**src/rtl/pipeline_pkg.sv**
```systemverilog
// Shared pipeline definitions: control-bundle bit map, forward-select encoding, x0 index.
package pipeline_pkg;

  localparam int unsigned CTRL_REGWRITE = 0;
  localparam int unsigned CTRL_MEMTOREG = 1;
  localparam int unsigned CTRL_MEMREAD  = 2;
  localparam int unsigned CTRL_MEMWRITE = 3;
  localparam int unsigned CTRL_ALUSRC   = 4;
  localparam int unsigned CTRL_ALUOP_LO = 5;
  localparam int unsigned CTRL_ALUOP_HI = 6;
  localparam int unsigned CTRL_SPARE    = 7;

  typedef enum logic [1:0] {
    FWD_REG = 2'b00,
    FWD_WB  = 2'b01,
    FWD_MEM = 2'b10
  } fwd_sel_e;

  localparam logic [4:0] REG_X0 = 5'd0;

endpackage

```
**src/rtl/forward_unit.sv**
```systemverilog
// Operand forward select for one EX source register; EX/MEM result wins over MEM/WB.
module forward_unit
  import pipeline_pkg::*;
(
  input  logic       ex_valid,
  input  logic [4:0] rs_addr,
  input  logic       exmem_regwrite,
  input  logic [4:0] exmem_rd,
  input  logic       memwb_regwrite,
  input  logic [4:0] memwb_rd,
  output logic [1:0] sel
);

  fwd_sel_e sel_e;

  always_comb begin
    sel_e = FWD_REG;
    if (ex_valid) begin
      if (exmem_regwrite && (exmem_rd != REG_X0) && (exmem_rd == rs_addr))
        sel_e = FWD_MEM;
      else if (memwb_regwrite && (memwb_rd != REG_X0) && (memwb_rd == rs_addr))
        sel_e = FWD_WB;
    end
  end

  assign sel = sel_e;

endmodule

```
**src/rtl/id_ex_operand_stage.sv**
```systemverilog
// ID/EX pipeline register with load-use bubble insertion, forward selects and a bubble counter.
module id_ex_operand_stage
  import pipeline_pkg::*;
#(
  parameter int unsigned DATA_W = 32,
  parameter int unsigned CTRL_W = 8,
  parameter int unsigned CNT_W  = 16
) (
  input  logic              clk_i,
  input  logic              rst_i,
  input  logic              id_valid_i,
  input  logic [DATA_W-1:0] id_rs1_data_i,
  input  logic [DATA_W-1:0] id_rs2_data_i,
  input  logic [DATA_W-1:0] id_imm_i,
  input  logic [4:0]        id_rs1_addr_i,
  input  logic [4:0]        id_rs2_addr_i,
  input  logic [4:0]        id_rd_addr_i,
  input  logic [CTRL_W-1:0] id_ctrl_i,
  input  logic              stall_i,
  input  logic              flush_i,
  input  logic              exmem_regwrite_i,
  input  logic [4:0]        exmem_rd_i,
  input  logic              memwb_regwrite_i,
  input  logic [4:0]        memwb_rd_i,
  output logic              ex_valid_o,
  output logic [DATA_W-1:0] ex_rs1_data_o,
  output logic [DATA_W-1:0] ex_rs2_data_o,
  output logic [DATA_W-1:0] ex_imm_o,
  output logic [4:0]        ex_rs1_addr_o,
  output logic [4:0]        ex_rs2_addr_o,
  output logic [4:0]        ex_rd_addr_o,
  output logic [CTRL_W-1:0] ex_ctrl_o,
  output logic [1:0]        fwd_a_sel_o,
  output logic [1:0]        fwd_b_sel_o,
  output logic              load_use_stall_o,
  output logic [CNT_W-1:0]  bubble_cnt_o
);

  logic load_use_hazard;

  always_comb begin
    load_use_hazard = ex_valid_o && ex_ctrl_o[CTRL_MEMREAD] && (ex_rd_addr_o != REG_X0)
                      && id_valid_i
                      && ((ex_rd_addr_o == id_rs1_addr_i) || (ex_rd_addr_o == id_rs2_addr_i));
  end

  // The flush already kills the ID instruction, so the hazard needs no PC hold then.
  assign load_use_stall_o = load_use_hazard && !flush_i;

  always_ff @(posedge clk_i) begin
    if (rst_i) begin
      ex_valid_o    <= 1'b0;
      ex_rs1_data_o <= '0;
      ex_rs2_data_o <= '0;
      ex_imm_o      <= '0;
      ex_rs1_addr_o <= '0;
      ex_rs2_addr_o <= '0;
      ex_rd_addr_o  <= '0;
      ex_ctrl_o     <= '0;
      bubble_cnt_o  <= '0;
    end else if (!stall_i) begin
      if (flush_i || load_use_hazard || !id_valid_i) begin
        ex_valid_o    <= 1'b0;
        ex_rs1_data_o <= '0;
        ex_rs2_data_o <= '0;
        ex_imm_o      <= '0;
        ex_rs1_addr_o <= '0;
        ex_rs2_addr_o <= '0;
        ex_rd_addr_o  <= '0;
        ex_ctrl_o     <= '0;
        // Only flush/load-use bubbles are counted; an idle ID slot is not.
        if ((flush_i || load_use_hazard) && (bubble_cnt_o != '1))
          bubble_cnt_o <= bubble_cnt_o + 1'b1;
      end else begin
        ex_valid_o    <= 1'b1;
        ex_rs1_data_o <= id_rs1_data_i;
        ex_rs2_data_o <= id_rs2_data_i;
        ex_imm_o      <= id_imm_i;
        ex_rs1_addr_o <= id_rs1_addr_i;
        ex_rs2_addr_o <= id_rs2_addr_i;
        ex_rd_addr_o  <= id_rd_addr_i;
        ex_ctrl_o     <= id_ctrl_i;
      end
    end
  end

  forward_unit u_fwd_a (
    .ex_valid       (ex_valid_o),
    .rs_addr        (ex_rs1_addr_o),
    .exmem_regwrite (exmem_regwrite_i),
    .exmem_rd       (exmem_rd_i),
    .memwb_regwrite (memwb_regwrite_i),
    .memwb_rd       (memwb_rd_i),
    .sel            (fwd_a_sel_o)
  );

  forward_unit u_fwd_b (
    .ex_valid       (ex_valid_o),
    .rs_addr        (ex_rs2_addr_o),
    .exmem_regwrite (exmem_regwrite_i),
    .exmem_rd       (exmem_rd_i),
    .memwb_regwrite (memwb_regwrite_i),
    .memwb_rd       (memwb_rd_i),
    .sel            (fwd_b_sel_o)
  );

endmodule

```
**config.mk**
```make
export PLATFORM = sky130hd
export DESIGN_NAME = id_ex_operand_stage
export DESIGN_NICKNAME = d
export VERILOG_FILES = /design/src/rtl/pipeline_pkg.sv /design/src/rtl/forward_unit.sv /design/src/rtl/id_ex_operand_stage.sv
export SDC_FILE = /design/constraint.sdc
export NUM_CORES = 1
export LEC_CHECK = 0
export ABC_AREA = 1
export CORE_MARGIN = 8
export CORE_UTILIZATION = 32
export CTS_CLUSTER_DIAMETER = 120
export DETAILED_ROUTE_END_ITERATION = 6
export GPL_TIMING_DRIVEN = 0
export PLACE_DENSITY = 0.62
export RECOVER_POWER = 100
export SLEW_MARGIN = 20
export SYNTH_ARGS = -nofsm -noshare
export SYNTH_HDL_FRONTEND = slang
export SYNTH_HIERARCHICAL = 1
export SYNTH_SLANG_ARGS = --single-unit
```
**constraint.sdc**
```tcl
create_clock -name clk_i -period 2.03 [get_ports clk_i]
set_input_delay 0.203 -clock clk_i [delete_from_list [all_inputs] [get_ports clk_i]]
set_output_delay 0.203 -clock clk_i [all_outputs]
set_load 0.02 [all_outputs]
```
* Yosys cells after proc, flatten, opt, wreduce, memory -nomap -nowiden
Index checks and enable logic that the tools add are counted.
** Storage, ports and cells
- Bits in registers :: 136
- Bits in latches :: 0
- RAM bits :: 0
- Bits in read-only memories :: 0
- Input bits :: 136
- Output and inout port bits :: 141
- Logic and storage cells :: 53
- Memories kept :: 0
** Cells by class
- Add/subtract/negate cells :: 1
- $mul :: 0
- Divide/modulo/power cells :: 0
- Magnitude comparators :: 0
- Eq/ne operators :: 7
- Shifts and indexed selects :: 0
- Muxes and demuxes :: 14
- Bitwise logic cells :: 1
- Reductions and logical operators :: 21
** Operators by type and width (count)
- 32-bit two-way mux :: 3
- 5-bit == test :: 6
- 16-bit by 1-bit adder with 16-bit output, second input constant :: 1
- 16-bit != test, second input constant :: 1
- 5-bit two-way mux :: 3
- 5-bit nonzero test :: 3
- 1-bit logical AND :: 12
- 2-bit two-way mux :: 4
- 8-bit two-way mux :: 1
- 1-bit logical OR :: 3
- 1-bit two-way mux :: 3
- 3-bit AND reduction :: 1
- 1-bit logical NOT :: 2
- 1-bit NOT :: 1

* Logic depth before layout (Yosys ltp)
Gate-level depths: netlist of run 1.
- Depth after elaboration :: 7
- Mapped depth :: 12
- Mapped depth without buffers :: 11

* Modules after synthesis
Netlist of run 1, hierarchy kept.
** Modules (own cells, without submodules)
- id_ex_operand_stage :: times used 1, cells an instance 736, area each 5741.8 sq um, sequential area each 2722.6 sq um
- forward_unit :: times used 2, cells an instance 60, area each 240.2 sq um, sequential area each 0.0 sq um

* Worst setup path before layout of run 1
Ideal clock, no wire load.
- Path kind :: register -> register
- Start :: register bubble_cnt_o[0]
- End :: register bubble_cnt_o[0]
- Library setup time :: 115 ps
- Data arrival time :: 1672 ps
- Required time :: 1915 ps
- Path slack :: 243 ps
- Stages on the path, launching flop included :: 10
- Buffers on the path :: 1
- Period minus slack after synthesis :: 1787 ps
- Cells stage by stage :: dfxtp_1 ha_1 nand2_2 nor2_4 nand2_2 nor3_4 a21oi_4 buf_2 a21oi_1 nor2_1
** On the way
- Longest elaborated chain between the ends :: 3
- Elaborated cells between the ends (all ways) :: 4
- Those cells by class :: 1 x add/sub; 1 x eq/ne; 2 x reduce/logical
** RTL lines
- start: declaration :: line id_ex_operand_stage.sv:36 : output logic [CNT_W-1:0] bubble_cnt_o
- start signal: assignment :: line id_ex_operand_stage.sv:73 : bubble_cnt_o <= bubble_cnt_o + 1'b1;
- parallel branches: the longest is 3 deep, another holds 16-bit by 1-bit adder with 16-bit output
Parallel ways; which one is timed is not known.
A chain may end at the register's enable or synchronous reset.

* Worst setup path after layout of run 1
- Start :: register ex_rs1_addr_o[1]
- End :: output port fwd_a_sel_o[1]
** On the way
- Longest elaborated chain between the ends :: 4
** RTL lines
- start: declaration :: line id_ex_operand_stage.sv:29 : output logic [4:0] ex_rs1_addr_o,
- start signal: assignment :: line id_ex_operand_stage.sv:79 : ex_rs1_addr_o <= id_rs1_addr_i;
- 5-bit == test :: line forward_unit.sv:19 : if (exmem_regwrite && (exmem_rd != REG_X0) && (exmem_rd == rs_addr))
- 1-bit logical AND :: line forward_unit.sv:19
- 2-bit two-way mux :: line forward_unit.sv:19
- 2-bit two-way mux :: line forward_unit.sv:18 : if (ex_valid) begin
- end: declaration :: line id_ex_operand_stage.sv:33 : output logic [1:0] fwd_a_sel_o,
Every way passes these cells.

==> impl_metrics.ini, run 1 <==
[logic_synthesis]
syn_nets = 993
yosysUniqueCellTypes = 29
ys_seq_elements = 136
yosys_warnings = 6
ys_seq_area_frac = 0.438
synth_cells = 856
syn_area_um2 = 6220
syn_area_per_cell_um2 = 7.27

[timing]
max_freq_ghz = 0.522
finalClockSkew_ns = 0.0103
tns_ns = 0
finalSetupViolCount = 0
rsz0062_at_grt = true
slew_viol_final = 0
finalCriticalPeriod_ns = 1.92
finalCritPeriodShare = 0.944
worst_hold_slack_ns = 0.262
slew_headroom = 0.486
finalHoldViolCount = 0
tightestPinTransition_ns = 0.771

[finish]
syn2layout_area_growth_pct = 59.9
drive_above_1_share = 0.0835
fillers = 1897
final_nets = 1286

[placement]
gp_congestion = 0.814
hpwl_um = 19300
port_buffers = 274

[detailed_routing]
ant_nets = 0
drc = 0
vias = 6923
finalWirelength_um = 25100
dr_wl_met3_um = 2800
avgViaCountPerCell = 4.85
drt_pre_antenna_iters = 5
first_iter_violations = 324
wl_per_cell_um = 17.6
wl_met1_um = 10300
wl_met2_um = 11700
top_layer_used = met5

[floorplan]
dieArea_um2 = 24200
io_pins = 277
fp.dieH_um = 155
die_x_um = 155
rows = 51
fp.coreArea_um2 = 19300
start_util = 0.323

[grt]
grt_pass1_vias = 6907
grt_usage = 0.205
grt_first_pass_wirelength_um = 38900
antenna_found_initial = 3
grt_overflow = 0
grt_max_degree = 17

[hold_path]
hold_path_depth = 4
hold_path_class = primary input to flop
min_to = bubble_cnt_o[3]
min_from = stall_i

[critical_path]
crit_fanout = 6
reg2regPathDepth = 9
regToRegEndpoint = bubble_cnt_o[0]
worstSetupEndpointType = primary output
crit_start = ex_rs1_addr_o[1]
required_ns = 1.83
worstPathArrival_ns = 1.71
reg2reg_from = bubble_cnt_o[1]
crit_type = flop to primary output
r2r_slack_ns = 0.20
crit_path_start_kind = flop

[pwr]
power.density_nw_per_um2 = 688
p_int_mw = 5.12
p_comb_frac = 0.127
p_sw_frac = 0.252
pwr-share-clk = 0.469
ir_drop_uv = 531
pwr-share-seq = 0.404
power.net_switching_mw = 1.73
power.leakage_nw = 3.86

[clocking]
clockBufferDepth = 2
cts.sinks = 136
post_cts.repair.setup_buffers = 0
cts_buffers = 17
clk_latency_ns = 0.42
cts_root_buf = clkbuf_16
holdBufCountCts = 0
clk_pin_slew_ns = 0.06
cts_tree = built
h-tree-depth = 4

[run_status]
outcome = completed

[job]
drv_cap = 0
-- cell usage in the layout (no fill, tap or decap), drive strengths merged --
cell type	instances
nand3	26
buf	25
nand4	124
clkdlybuf4s50	164
clkinvlp	4
diode	2
inv	53
nor3	7
nand3b	1
nand2	236
xnor2	8
clkinv	5
dfxtp	136
a21oi	137
dlygate4sd3	105
ha	1
clkbuf	66
nor2	43
dlygate4sd2	3
o21ai	7
bufinv	3
xor2	7
-- power groups by stage --
| stage | clock network [mW] | registers (mW) | logic [mW] |
|---|---|---|---|
| floorplan | 0 | 2.90 | 0.299 |
| global placement | 0 | 2.83 | 0.884 |
| detailed placement | 0 | 2.83 | 0.886 |
| CTS | 3.29 | 2.77 | 0.891 |
| global route | 3.40 | 2.77 | 0.942 |
| finish | 3.21 | 2.77 | 0.866 |
-- cell usage after synthesis --
cell type  number  area share
nand2_1       225        0.14
dfxtp_1       136        0.44
a21oi_1       126        0.10
nand4_1       124        0.12
clkbuf_1       47       0.028
inv_1          43       0.026
nor2_1         40       0.024
nand3_1        26       0.021
a21oi_2        10       0.014
buf_4          10       0.012
nand2_2         9      0.0090
xnor2_1         8       0.011
buf_2           7      0.0056
inv_2           7      0.0042
xor2_1          7      0.0099
buf_1           6      0.0036
nor3_1          4      0.0032
o21ai_1         4      0.0032
o21ai_0         3      0.0024
clkinv_1        2      0.0012
nand2_4         2      0.0036
nor2_2          2      0.0020
nor3_2          2      0.0032
a21oi_4         1      0.0026
buf_8           1      0.0024
ha_1            1      0.0020
nand3b_1        1      0.0012
nor2_4          1      0.0018
nor3_4          1      0.0026
-- stage by stage --
| step | instance area, µm² | worst slack [ns] | util | total power [mW] | cells |
|---|---|---|---|---|---|
| final | 9950 | 0.113 | 0.516 | 6.84 | 1428 |
| after global routing | 9950 | -0.0314 | 0.516 | 7.12 | 1428 |
| after CTS | 9930 | 0.0270 | 0.515 | 6.95 | 1426 |
| after detailed placement | 9300 | -0.537 | 0.482 | 3.72 | 1395 |
| after global placement | 9300 | -0.538 | 0.482 | 3.71 | 1395 |
| after floorplan | 6220 | 0.243 | - | 3.20 | 856 |
-- sequential cells by signal (all words and copies together), names as in the netlist --
signal,cells
ex_valid_o,1
ex_ctrl_o,8
ex_rs1_addr_o,5
ex_rs1_data_o,32
ex_rs2_addr_o,5
ex_rd_addr_o,5
bubble_cnt_o,16
ex_rs2_data_o,32
ex_imm_o,32
-- layout make-up --
class,instances,area (µm²),share of cell area
multi-input cells,597,3000,0.301
flip-flops and latches,136,2740,0.276
repair buffers,274,2740,0.275
clock buffers,18,439,0.0442
plain buffers,71,332,0.0333
well taps,265,332,0.0333
inverters,52,195,0.0196
clock inverters,13,171,0.0172
diodes,2,5.00,0.000503
-- critical path: stages, from the launching register on --
cell	delay (ns)
dfxtp_1	0.42
inv_1	0.08
nand2_1	0.06
nand2_1	0.05
nor2_1	0.14
nand2_2	0.08
nor3_2	0.12
dlygate4sd2_1	0.35
-- worst max path at each step --
stage                       end  slack [ns]  cells after the start
2_1_floorplan   bubble_cnt_o[0]        0.24                      9
3_3_place_gp   load_use_stall_o       -0.54                     11
3_5_place_dp   load_use_stall_o       -0.54                     11
4_1_cts        load_use_stall_o        0.03                     10
5_1_grt        load_use_stall_o       -0.03                     10
6_report         fwd_a_sel_o[1]        0.11                      7
-- layer usage --
metal  GRT usage  vias to the layer above
li1            -                     3500
met1       0.239                     3152
met2       0.339                      250
met3      0.0938                       19
met4      0.0476                        2
met5           0                        -
-- logic make-up (layout without fill, tap and decap cells) --
family	count (synthesis)	after routing	synth area share
simple gates	437	437	0.332
compound gates	144	144	0.124
flops	136	136	0.438
buf+inv	123	428	0.0834
xor+xnor	15	15	0.0211
fa+ha+maj	1	1	0.00201
other cells	0	2	0
-- what timing repair did --
action,CTS,global route
gates cloned,0,0
gates resized for setup,22,9
setup endpoints to repair,6,11
Power figures use the tool's default switching activity.
==> run 2: changes to the inputs <==
--- a/config.mk
+++ b/config.mk
@@ -12,9 +12,9 @@
 export DETAILED_ROUTE_END_ITERATION = 6
 export GPL_TIMING_DRIVEN = 0
 export PLACE_DENSITY = 0.62
-export RECOVER_POWER = 100
 export SLEW_MARGIN = 20
 export SYNTH_ARGS = -nofsm -noshare
 export SYNTH_HDL_FRONTEND = slang
 export SYNTH_HIERARCHICAL = 1
 export SYNTH_SLANG_ARGS = --single-unit
+export TNS_END_PERCENT = 20
==> run 2 against run 1 <==
Net effect:
- final cell count did not move
- clock-buffer cell count unchanged
- first-iteration DRC count decreased by 11%
- setup slack better by 0.0025 ns
- design area stayed put
- maximum frequency up 0.13%
- global-route usage stayed put
- sequential cell count unchanged
- sequential power about the same
==> impl_metrics.ini, run 2 (synthesis gave the netlist of run 1 again) <==
[run_status]
outcome = completed

[timing]
finalCriticalPeriod_ns = 1.91
slew_headroom = 0.487
tns_ns = 0
finalSetupViolCount = 0
fin_ws_ns = 0.115
tightestPinTransition_ns = 0.769
finalHoldViolCount = 0
slew_viol_final = 0
worst_hold_slack_ns = 0.267
max_freq_ghz = 0.522
rsz0062_at_grt = true
finalClockSkew_ns = 0.0114
finalCritPeriodShare = 0.943

[floorplan]
fp.dieH_um = 155
die_x_um = 155
fp.coreArea_um2 = 19300
dieArea_um2 = 24200
start_util = 0.323
rows = 51
io_pins = 277

[pwr]
power.density_nw_per_um2 = 690
p_total_mw = 6.87
power.leakage_nw = 3.51
ir_drop_uv = 528

[finish]
fin_cells = 1428
utilization = 0.516
final_nets = 1286
finish.instance_area_um2 = 9950
drive_above_1_share = 0.0835
final_cell_mix = 269 x clkdlybuf4s50_1, 224 x nand2_1, 128 x dfxtp_1
syn2layout_area_growth_pct = 59.9
reg.largest.list = ex_imm_o x32, ex_rs1_data_o x32, ex_rs2_data_o x32
final_common_cell = clkdlybuf4s50_1

[hold_path]
hold_path_class = primary input to flop
hold_path_depth = 4
min_from = stall_i

[clocking]
cts_tree = built
h-tree-depth = 4
post_cts.repair.setup_buffers = 0
cts_buffers = 17
cts_root_buf = clkbuf_16
holdBufCountCts = 0
cts.sinks = 136
clockBufferDepth = 2
clk_pin_slew_ns = 0.06
clk_latency_ns = 0.42

[critical_path]
crit_start = ex_rs1_addr_o[1]
path_cells = inv_1 -> nand2_1 -> nand2_1 -> nor2_1 -> nand2_2 -> nor3_2 -> dlygate4sd2_1
worstPathArrival_ns = 1.71
crit_path_start_kind = flop
crit_type = flop to primary output
worstSetupEndpointType = primary output
required_ns = 1.83
reg2reg_from = bubble_cnt_o[1]
slowest_delay_ns = 0.42
reg2regPathDepth = 9
crit_fanout = 6
cpMaxStageDelayCell = dfxtp_1
cp_common_cell = nand2_1
r2r_slack_ns = 0.20

[grt]
grt_first_pass_wirelength_um = 38900
grt_max_degree = 17
grt_overflow = 0
globalRoute.busiestLayer = met2
grt_util_met1 = 0.239
antenna_found_initial = 3
grt_usage = 0.205
use_met3 = 0.0938
met2_usage = 0.339
grt_pass1_vias = 6907

[detailed_routing]
drt_pre_antenna_iters = 4
vias = 6929
ant_nets = 0
wl_per_cell_um = 17.6
finalWirelength_um = 25200
drc = 0
first_iter_violations = 287
avgViaCountPerCell = 4.85

[placement]
pre_cts_ws_ns = -0.537
port_buffers = 274
gp_congestion = 0.814
post-place-cells = 1395
place_area_um2 = 9300
hpwl_um = 19300

[job]
drv_cap = 0
## run 2: final timing paths
| check | endpoint |
|---|---|
| min reg2reg | ex_rs2_data_o[31] |
| min | bubble_cnt_o[3] |
| max reg2reg | bubble_cnt_o[0] |
| max | fwd_a_sel_o[1] |
## run 2: cell type report
class | count | area, µm²
clock inverters | 13 | 171
fillers | 1897 | 9320
inverters | 52 | 195
well taps | 265 | 332
repair buffers | 274 | 2740
diodes | 2 | 5.00
clock buffers | 18 | 439
flip-flops and latches | 136 | 2740
multi-input cells | 597 | 3000
plain buffers | 71 | 332
## run 2: worst max-delay path: cells and delay by family, from the launching register on
kind                   cells  cell delay (ns)
DFF                        1             0.42
and+or+nand+nor            5             0.45
buffers and inverters      2             0.43
## run 2: power by group
group,internal (mW),total (mW),switching [mW]
combinational,0.433,0.884,0.451
sequential,2.73,2.77,0.0439
clock,1.98,3.21,1.24
## run 2: timing repair
action | 4_1_cts | 5_1_grt
pin swaps | 0 | 0
endpoints found under the setup margin | 6 | 11
resized for setup | 22 | 9
## run 2: metal layers
layer	routed length (µm)	share of wire	vias to the layer above
met2	11800	0.47	247
met1	10400	0.41	3159
met4	242	0.0096	2
met5	13	0.00052	-
met3	2760	0.11	17
li1	-	-	3504
